## config.mk

```make
export PLATFORM = sky130hd
export DESIGN_NAME = regfile_arbiter_flat
export DESIGN_NICKNAME = d
export VERILOG_FILES = /design/src/rtl/regfile_arbiter_if.sv /design/src/rtl/regfile_arbiter.sv /design/src/flat_wrapper.sv
export SDC_FILE = /design/constraint.sdc
export NUM_CORES = 1
export LEC_CHECK = 0
export CAP_MARGIN = 10
export CORE_MARGIN = 2
export CORE_UTILIZATION = 40
export DETAILED_ROUTE_END_ITERATION = 6
export PLACE_DENSITY = 0.83
export SLEW_MARGIN = 10
export SYNTH_ARGS = -nofsm -noshare
export SYNTH_HDL_FRONTEND = slang
export SYNTH_SLANG_ARGS = --single-unit
```

## constraint.sdc

```tcl
create_clock -name CLK -period 1.42 [get_ports CLK]
set_input_delay 0.355 -clock CLK [delete_from_list [all_inputs] [get_ports CLK]]
set_output_delay 0.355 -clock CLK [all_outputs]
set_load 0.005 [all_outputs]
```

## src/rtl/regfile_arbiter_if.sv

```systemverilog
// Requester and register-file bus for regfile_arbiter.
// slave  : the arbiter's view.
// master : the environment's view (both requesters plus the register file).
interface regfile_arbiter_if #(
  parameter int WIDTH = 16,
  parameter int AddrW = 3
);
  logic             A_Req;
  logic             B_Req;
  logic             A_Wr;
  logic             B_Wr;
  logic [AddrW-1:0] A_Addr;
  logic [AddrW-1:0] B_Addr;
  logic [WIDTH-1:0] A_WrData;
  logic [WIDTH-1:0] B_WrData;
  logic             A_Ack;
  logic             B_Ack;
  logic [WIDTH-1:0] A_RdData;
  logic [WIDTH-1:0] B_RdData;
  logic             RF_WrEn;
  logic             RF_RdEn;
  logic [AddrW-1:0] RF_Address;
  logic [WIDTH-1:0] RF_WrData;
  logic [WIDTH-1:0] RF_RdData;

  modport slave (
    input  A_Req, B_Req, A_Wr, B_Wr, A_Addr, B_Addr, A_WrData, B_WrData, RF_RdData,
    output A_Ack, B_Ack, A_RdData, B_RdData, RF_WrEn, RF_RdEn, RF_Address, RF_WrData
  );

  modport master (
    output A_Req, B_Req, A_Wr, B_Wr, A_Addr, B_Addr, A_WrData, B_WrData, RF_RdData,
    input  A_Ack, B_Ack, A_RdData, B_RdData, RF_WrEn, RF_RdEn, RF_Address, RF_WrData
  );
endinterface

```

## src/rtl/regfile_arbiter.sv

```systemverilog
// Two-requester arbiter in front of a single-port register file.
// Each access takes IDLE -> ACCESS -> CAPTURE; the Ack pulse and read data
// appear in the IDLE cycle that follows, during which the acked port is
// not eligible for a new grant.
// Optional feature: define REGARB_FIXED_PRIO_EN for fixed priority (A wins
// ties, no round-robin pointer); otherwise ties are resolved round-robin.
module regfile_arbiter #(
  parameter int WIDTH = 16,
  parameter int DEPTH = 8,
  parameter int AddrW = 3
) (
  input  logic               CLK,
  input  logic               RST,
  regfile_arbiter_if.slave   bus
);

  localparam int AddrSpan = 1 << AddrW;

  if (DEPTH > AddrSpan) begin : gDepthTooLarge
    $error("regfile_arbiter: DEPTH exceeds the range of AddrW");
  end

  typedef enum logic [1:0] {
    IDLE    = 2'd0,
    ACCESS  = 2'd1,
    CAPTURE = 2'd2
  } arbStateT;

  arbStateT         state;
  arbStateT         nextState;

  logic             eligA;
  logic             eligB;
  logic             grantB;
  logic             latchGrant;
  logic             finishAccess;
  logic             rfWrEn;
  logic             rfRdEn;

  logic             latB;
  logic             latWr;
  logic [AddrW-1:0] latAddr;
  logic [WIDTH-1:0] latData;
  logic             ackA;
  logic             ackB;
  logic [WIDTH-1:0] rdA;
  logic [WIDTH-1:0] rdB;

`ifndef REGARB_FIXED_PRIO_EN
  logic             lastB;
`endif

  // Eligibility and winner selection among the current requests.
  always_comb begin
    eligA = bus.A_Req & ~ackA;
    eligB = bus.B_Req & ~ackB;
`ifdef REGARB_FIXED_PRIO_EN
    grantB = eligB & ~eligA;
`else
    grantB = eligB & (~eligA | ~lastB);
`endif
  end

  // State register.
  always_ff @(posedge CLK) begin
    if (RST) begin
      state <= IDLE;
    end else begin
      state <= nextState;
    end
  end

  // Next-state and register-file strobes.
  always_comb begin
    nextState    = state;
    latchGrant   = 1'b0;
    finishAccess = 1'b0;
    rfWrEn       = 1'b0;
    rfRdEn       = 1'b0;
    case (state)
      IDLE: begin
        if (eligA | eligB) begin
          latchGrant = 1'b1;
          nextState  = ACCESS;
        end
      end
      ACCESS: begin
        rfWrEn    = latWr;
        rfRdEn    = ~latWr;
        nextState = CAPTURE;
      end
      CAPTURE: begin
        finishAccess = 1'b1;
        nextState    = IDLE;
      end
      default: nextState = IDLE;
    endcase
  end

  // Latched request, completion pulses and per-port read registers.
  always_ff @(posedge CLK) begin
    if (RST) begin
      latB    <= 1'b0;
      latWr   <= 1'b0;
      latAddr <= '0;
      latData <= '0;
      ackA    <= 1'b0;
      ackB    <= 1'b0;
      rdA     <= '0;
      rdB     <= '0;
    end else begin
      ackA <= finishAccess & ~latB;
      ackB <= finishAccess & latB;
      if (latchGrant) begin
        latB    <= grantB;
        latWr   <= grantB ? bus.B_Wr     : bus.A_Wr;
        latAddr <= grantB ? bus.B_Addr   : bus.A_Addr;
        latData <= grantB ? bus.B_WrData : bus.A_WrData;
      end
      if (finishAccess && !latWr) begin
        if (latB) begin
          rdB <= bus.RF_RdData;
        end else begin
          rdA <= bus.RF_RdData;
        end
      end
    end
  end

`ifndef REGARB_FIXED_PRIO_EN
  // Round-robin pointer: remembers the most recently granted port.
  // Resets to B so that A wins the first tie.
  always_ff @(posedge CLK) begin
    if (RST) begin
      lastB <= 1'b1;
    end else if (latchGrant) begin
      lastB <= grantB;
    end
  end
`endif

  assign bus.A_Ack      = ackA;
  assign bus.B_Ack      = ackB;
  assign bus.A_RdData   = rdA;
  assign bus.B_RdData   = rdB;
  assign bus.RF_WrEn    = rfWrEn;
  assign bus.RF_RdEn    = rfRdEn;
  assign bus.RF_Address = latAddr;
  assign bus.RF_WrData  = latData;

endmodule

```

## src/flat_wrapper.sv

```systemverilog
// flat-port wrapper written by rule: the top's interface ports become plain ports
module regfile_arbiter_flat 
#(
  parameter int WIDTH = 16,
  parameter int DEPTH = 8,
  parameter int AddrW = 3
)
  (CLK, RST, bus_A_Req, bus_B_Req, bus_A_Wr, bus_B_Wr, bus_A_Addr, bus_B_Addr, bus_A_WrData, bus_B_WrData, bus_RF_RdData, bus_A_Ack, bus_B_Ack, bus_A_RdData, bus_B_RdData, bus_RF_WrEn, bus_RF_RdEn, bus_RF_Address, bus_RF_WrData);
  regfile_arbiter_if #(.WIDTH(WIDTH), .AddrW(AddrW)) bus_i ();
  input  logic CLK;
  input  logic RST;
  input wire logic [$bits(bus_i.A_Req)-1:0] bus_A_Req;
  input wire logic [$bits(bus_i.B_Req)-1:0] bus_B_Req;
  input wire logic [$bits(bus_i.A_Wr)-1:0] bus_A_Wr;
  input wire logic [$bits(bus_i.B_Wr)-1:0] bus_B_Wr;
  input wire logic [$bits(bus_i.A_Addr)-1:0] bus_A_Addr;
  input wire logic [$bits(bus_i.B_Addr)-1:0] bus_B_Addr;
  input wire logic [$bits(bus_i.A_WrData)-1:0] bus_A_WrData;
  input wire logic [$bits(bus_i.B_WrData)-1:0] bus_B_WrData;
  input wire logic [$bits(bus_i.RF_RdData)-1:0] bus_RF_RdData;
  output wire logic [$bits(bus_i.A_Ack)-1:0] bus_A_Ack;
  output wire logic [$bits(bus_i.B_Ack)-1:0] bus_B_Ack;
  output wire logic [$bits(bus_i.A_RdData)-1:0] bus_A_RdData;
  output wire logic [$bits(bus_i.B_RdData)-1:0] bus_B_RdData;
  output wire logic [$bits(bus_i.RF_WrEn)-1:0] bus_RF_WrEn;
  output wire logic [$bits(bus_i.RF_RdEn)-1:0] bus_RF_RdEn;
  output wire logic [$bits(bus_i.RF_Address)-1:0] bus_RF_Address;
  output wire logic [$bits(bus_i.RF_WrData)-1:0] bus_RF_WrData;
  assign bus_i.A_Req = bus_A_Req;
  assign bus_i.B_Req = bus_B_Req;
  assign bus_i.A_Wr = bus_A_Wr;
  assign bus_i.B_Wr = bus_B_Wr;
  assign bus_i.A_Addr = bus_A_Addr;
  assign bus_i.B_Addr = bus_B_Addr;
  assign bus_i.A_WrData = bus_A_WrData;
  assign bus_i.B_WrData = bus_B_WrData;
  assign bus_i.RF_RdData = bus_RF_RdData;
  assign bus_A_Ack = bus_i.A_Ack;
  assign bus_B_Ack = bus_i.B_Ack;
  assign bus_A_RdData = bus_i.A_RdData;
  assign bus_B_RdData = bus_i.B_RdData;
  assign bus_RF_WrEn = bus_i.RF_WrEn;
  assign bus_RF_RdEn = bus_i.RF_RdEn;
  assign bus_RF_Address = bus_i.RF_Address;
  assign bus_RF_WrData = bus_i.RF_WrData;
  regfile_arbiter #(.WIDTH(WIDTH), .DEPTH(DEPTH), .AddrW(AddrW)) u_core (.CLK(CLK), .RST(RST), .bus(bus_i));
endmodule
```

==> impl_summary.log <==
[metrics] standby leakage power: roughly 1.7 nW
[metrics] HP Class: reg2reg
[metrics] layout overhead on the synthesized area: 71.6%
[metrics] Worst setup EP type: register
[metrics] remaining number of nets flagged by the antenna check after routing: 0
[metrics] Design Area, Final: 4040 um2
[metrics] total die area: 6510 um2
[metrics] max capacitance violation total: 0
[metrics] average wire per standard cell: roughly 14 um
[metrics] initial antenna violation count: 0
[metrics] cell area power density: 1090 nW/um2
[metrics] Post-layout nets: about 470
[metrics] launch point of the critical path: u_core.state[0]
[metrics] overall die width: 80.7 um
[metrics] flop and latch count out of synthesis: just under 60
[metrics] status: complete, but fails checks
[metrics] post-route core utilization: 0.720
[metrics] global route overflow: 0
[metrics] cell count after synthesis: between 200 and 300
[metrics] worst clock skew on the final layout: just over 0.007 ns
[metrics] HPWL reported at the end of detailed placement: ~4500 um
[metrics] TritonCTS clock tree: yes
[metrics] library cell used as clock root buffer: clkbuf_8
[metrics] final hold vios: 0
[metrics] starting density of the core: 0.419
[metrics] RSZ-0062 raised after global routing: yes
[metrics] pin count of the biggest net entering global routing: 43
[metrics] failing checks: negative setup slack
[metrics] CTS Hold Bufs: 0
[metrics] Reg-to-Reg Start: u_core.state[0]
[metrics] Required @ worst endpoint: roughly 1.7 ns
[metrics] clock period minus final worst setup slack: approximately 1.4 ns
[metrics] critical path startpoint category: register
[metrics] clock slew at reported path FFs: ~0.070 ns
[metrics] distinct cell type count of the synthesized netlist: 26
[metrics] clock net sink count: 58
[metrics] Tcrit/Tclk final: 1.00
[metrics] worst-case register-to-register setup slack: -0.002 ns
[metrics] Critical Path Sink: u_core.bus.RF_Address[0]
[metrics] placed insts: 461
[metrics] number of antenna cells inserted: 0
[metrics] setup tns final: -0.00175 ns
[metrics] Avg Cell Area, Syn: ~8.4 um2
[metrics] multi-input combinational cell area: 1110 um2
[metrics] type of the setup path with the least slack: reg2reg
[metrics] Worst Tran Pin Value: 0.381 ns
[metrics] depth of the CTS H-tree: 3
[metrics] first-pass GRT wire length: approximately 11,000 um
[metrics] Crit Reg-Reg Endpoint: u_core.bus.RF_Address[0]
[metrics] vertical extent of the die: slightly above 80 um
[metrics] maximum vdd ir drop: ~0.00083 V
[metrics] site row count: 27
[metrics] sequential share of the synthesized area: 0.494
[metrics] Synth Warn #: 0
[metrics] clock latency at the later pin of the worst-skew pair: between 0.3 and 0.4 ns
[metrics] relative slew slack: 0.743
[metrics] Placer Congestion: about 0.72
[metrics] Top Ports: between 100 and 150
[metrics] number of global-route vias before repair: roughly 2,400
[metrics] Reg area: between 1000 and 1500 um2
[metrics] number of buffers created by CTS: 9
[metrics] maximum clock insertion buffer count: 2
[metrics] Iter 0 DRT Violations: 73
[metrics] filler cell count: roughly 440
[metrics] Via Count: about 2,400
[metrics] ratio of routed vias to standard cells: 4.98
[metrics] fin cells: ~490
[metrics] Final Setup Violations: 1
[metrics] post-place setup slack: -0.425 ns
[metrics] proportion of layout cells with a drive suffix above 1: 0.240
[metrics] data arrival at the endpoint of the critical path: approximately 1.7 ns
[metrics] placement-stage cell area: 3620 um2
[metrics] wire length after detailed routing: 7020 um
[metrics] syn nets: 340
[metrics] DRC viols: 0
[metrics] total count of max-transition violations in the final report: 0
[metrics] synthesized area: between 2000 and 2500 um2
[metrics] Crit Path Max Fanout: 7
[metrics] final worst slack: -0.00175 ns
[metrics] number of iterations in the first detailed-routing pass: 4
[metrics] GRT Overall Usage: 0.218
[metrics] highest clock frequency the design can meet: around 0.70 GHz
[metrics] Port Buffers: ~110
[metrics] Core Footprint: 5610 um2
[metrics] cells on worst reg2reg path: 6
area by class of cell:
type / instances / share of cell area
sequential: 58 / 0.293
clock buffer: 11 / 0.0350
tap: 72 / 0.0223
multi-input combinational: 199 / 0.276
timing repair buffer: 143 / 0.354
inverter: 1 / 0.000930
clock inverter: 5 / 0.0192
state kept, by name (all words and copies together) (netlist names):
name                   flops
u_core.latWr               1
u_core.bus.B_Ack           1
u_core.state               2
u_core.bus.A_Ack           1
u_core.latB                1
u_core.lastB               1
u_core.bus.A_RdData       16
u_core.bus.RF_WrData      16
u_core.bus.RF_Address      3
u_core.bus.B_RdData       16
layer usage:
layer,vias up,GRT usage,share of wire
met5,-,0,0
met4,0,0.0915,0.013
met3,9,0.0607,0.087
met2,109,0.379,0.48
met1,1120,0.249,0.42
li1,1199,-,-
logic make-up after synthesis:
kind of cell,after synthesis,synth area share
AND/OR/NAND/NOR,144,0.255
flip-flops,58,0.494
multiplexers,1,0.00426
buffers and inverters,23,0.0654
AO/OA/AOI/OAI,54,0.181
cells in the mapped netlist, drive strengths merged:
| library cell | n | area, um2 |
|---|---|---|
| nand2 | 106 | 403 |
| dfxtp | 58 | 1160 |
| a21oi | 32 | 235 |
| nor2 | 25 | 93.8 |
| a311oi | 20 | 175 |
| buf | 17 | 130 |
| clkbuf | 5 | 20.0 |
| nor2b | 4 | 32.5 |
| and2 | 2 | 12.5 |
| nand2b | 2 | 12.5 |
| a211o | 1 | 8.76 |
| and2b | 1 | 7.51 |
| inv | 1 | 3.75 |
| mux2i | 1 | 10.0 |
| nand3b | 1 | 7.51 |
| nor3b | 1 | 12.5 |
| nor4b | 1 | 8.76 |
| nor4bb | 1 | 10.0 |
| o21a | 1 | 7.51 |
placed cells by master, fill, tap and decap left out, drive strengths merged:
| cell type | synthesis | routed |
|---|---|---|
| a211o | 1 | 1 |
| a21oi | 32 | 32 |
| a311oi | 20 | 20 |
| and2 | 2 | 2 |
| and2b | 1 | 1 |
| buf | 17 | 30 |
| bufinv | 0 | 2 |
| clkbuf | 5 | 13 |
| clkdlybuf4s50 | 0 | 56 |
| clkinv | 0 | 2 |
| clkinvlp | 0 | 1 |
| dfxtp | 58 | 58 |
| dlygate4sd2 | 0 | 55 |
| inv | 1 | 1 |
| mux2i | 1 | 1 |
| nand2 | 106 | 106 |
| nand2b | 2 | 2 |
| nand3b | 1 | 1 |
| nor2 | 25 | 25 |
| nor2b | 4 | 4 |
| nor3b | 1 | 1 |
| nor4b | 1 | 1 |
| nor4bb | 1 | 1 |
| o21a | 1 | 1 |
worst min-delay path by stage:
stage                           startpoint                endpoint  slack [ns]  cells past startpoint
floorplan                              RST        u_core.bus.B_Ack        0.43                      1
global placement    u_core.bus.B_RdData[2]  u_core.bus.B_RdData[2]        0.44                      2
detailed placement  u_core.bus.B_RdData[2]  u_core.bus.B_RdData[2]        0.45                      2
CTS                                    RST  u_core.bus.B_RdData[5]        0.45                      3
global route                           RST  u_core.bus.B_RdData[6]        0.46                      3
finish              u_core.bus.B_RdData[2]  u_core.bus.B_RdData[2]        0.45                      2
repair_timing:
action / in CTS / in global routing
setup buffers: 1 / 6
resized for setup: 85 / 17
cloned: 2 / 3
pin swaps: 4 / 14
endpoints found under the setup margin: 76 / 54
stage by stage:
stage	hold slack (ns)	power [mW]
floorplan	0.433	2.13
global route	0.459	4.58
global placement	0.441	2.57
finish	0.451	4.39
detailed placement	0.446	2.58
CTS	0.449	4.26
power breakdown:
group          leakage [nW]  internal (mW)  total [mW]  switching (mW)
combinational          1.15          0.528       0.905           0.377
sequential            0.480           1.73        1.80          0.0633
clock                 0.109           1.03        1.69           0.658
total                  1.74           3.29        4.39            1.10
worst max-delay path, cell delays in order, from the launching register on:
cell and delay (ns):
dfxtp_2 0.34, buf_6 0.13, nor2_4 0.11, o21a_4 0.26
buf_6 0.16, nor2_1 0.04, a311oi_1 0.27
No activity file was read; power rests on OpenSTA's default activity.
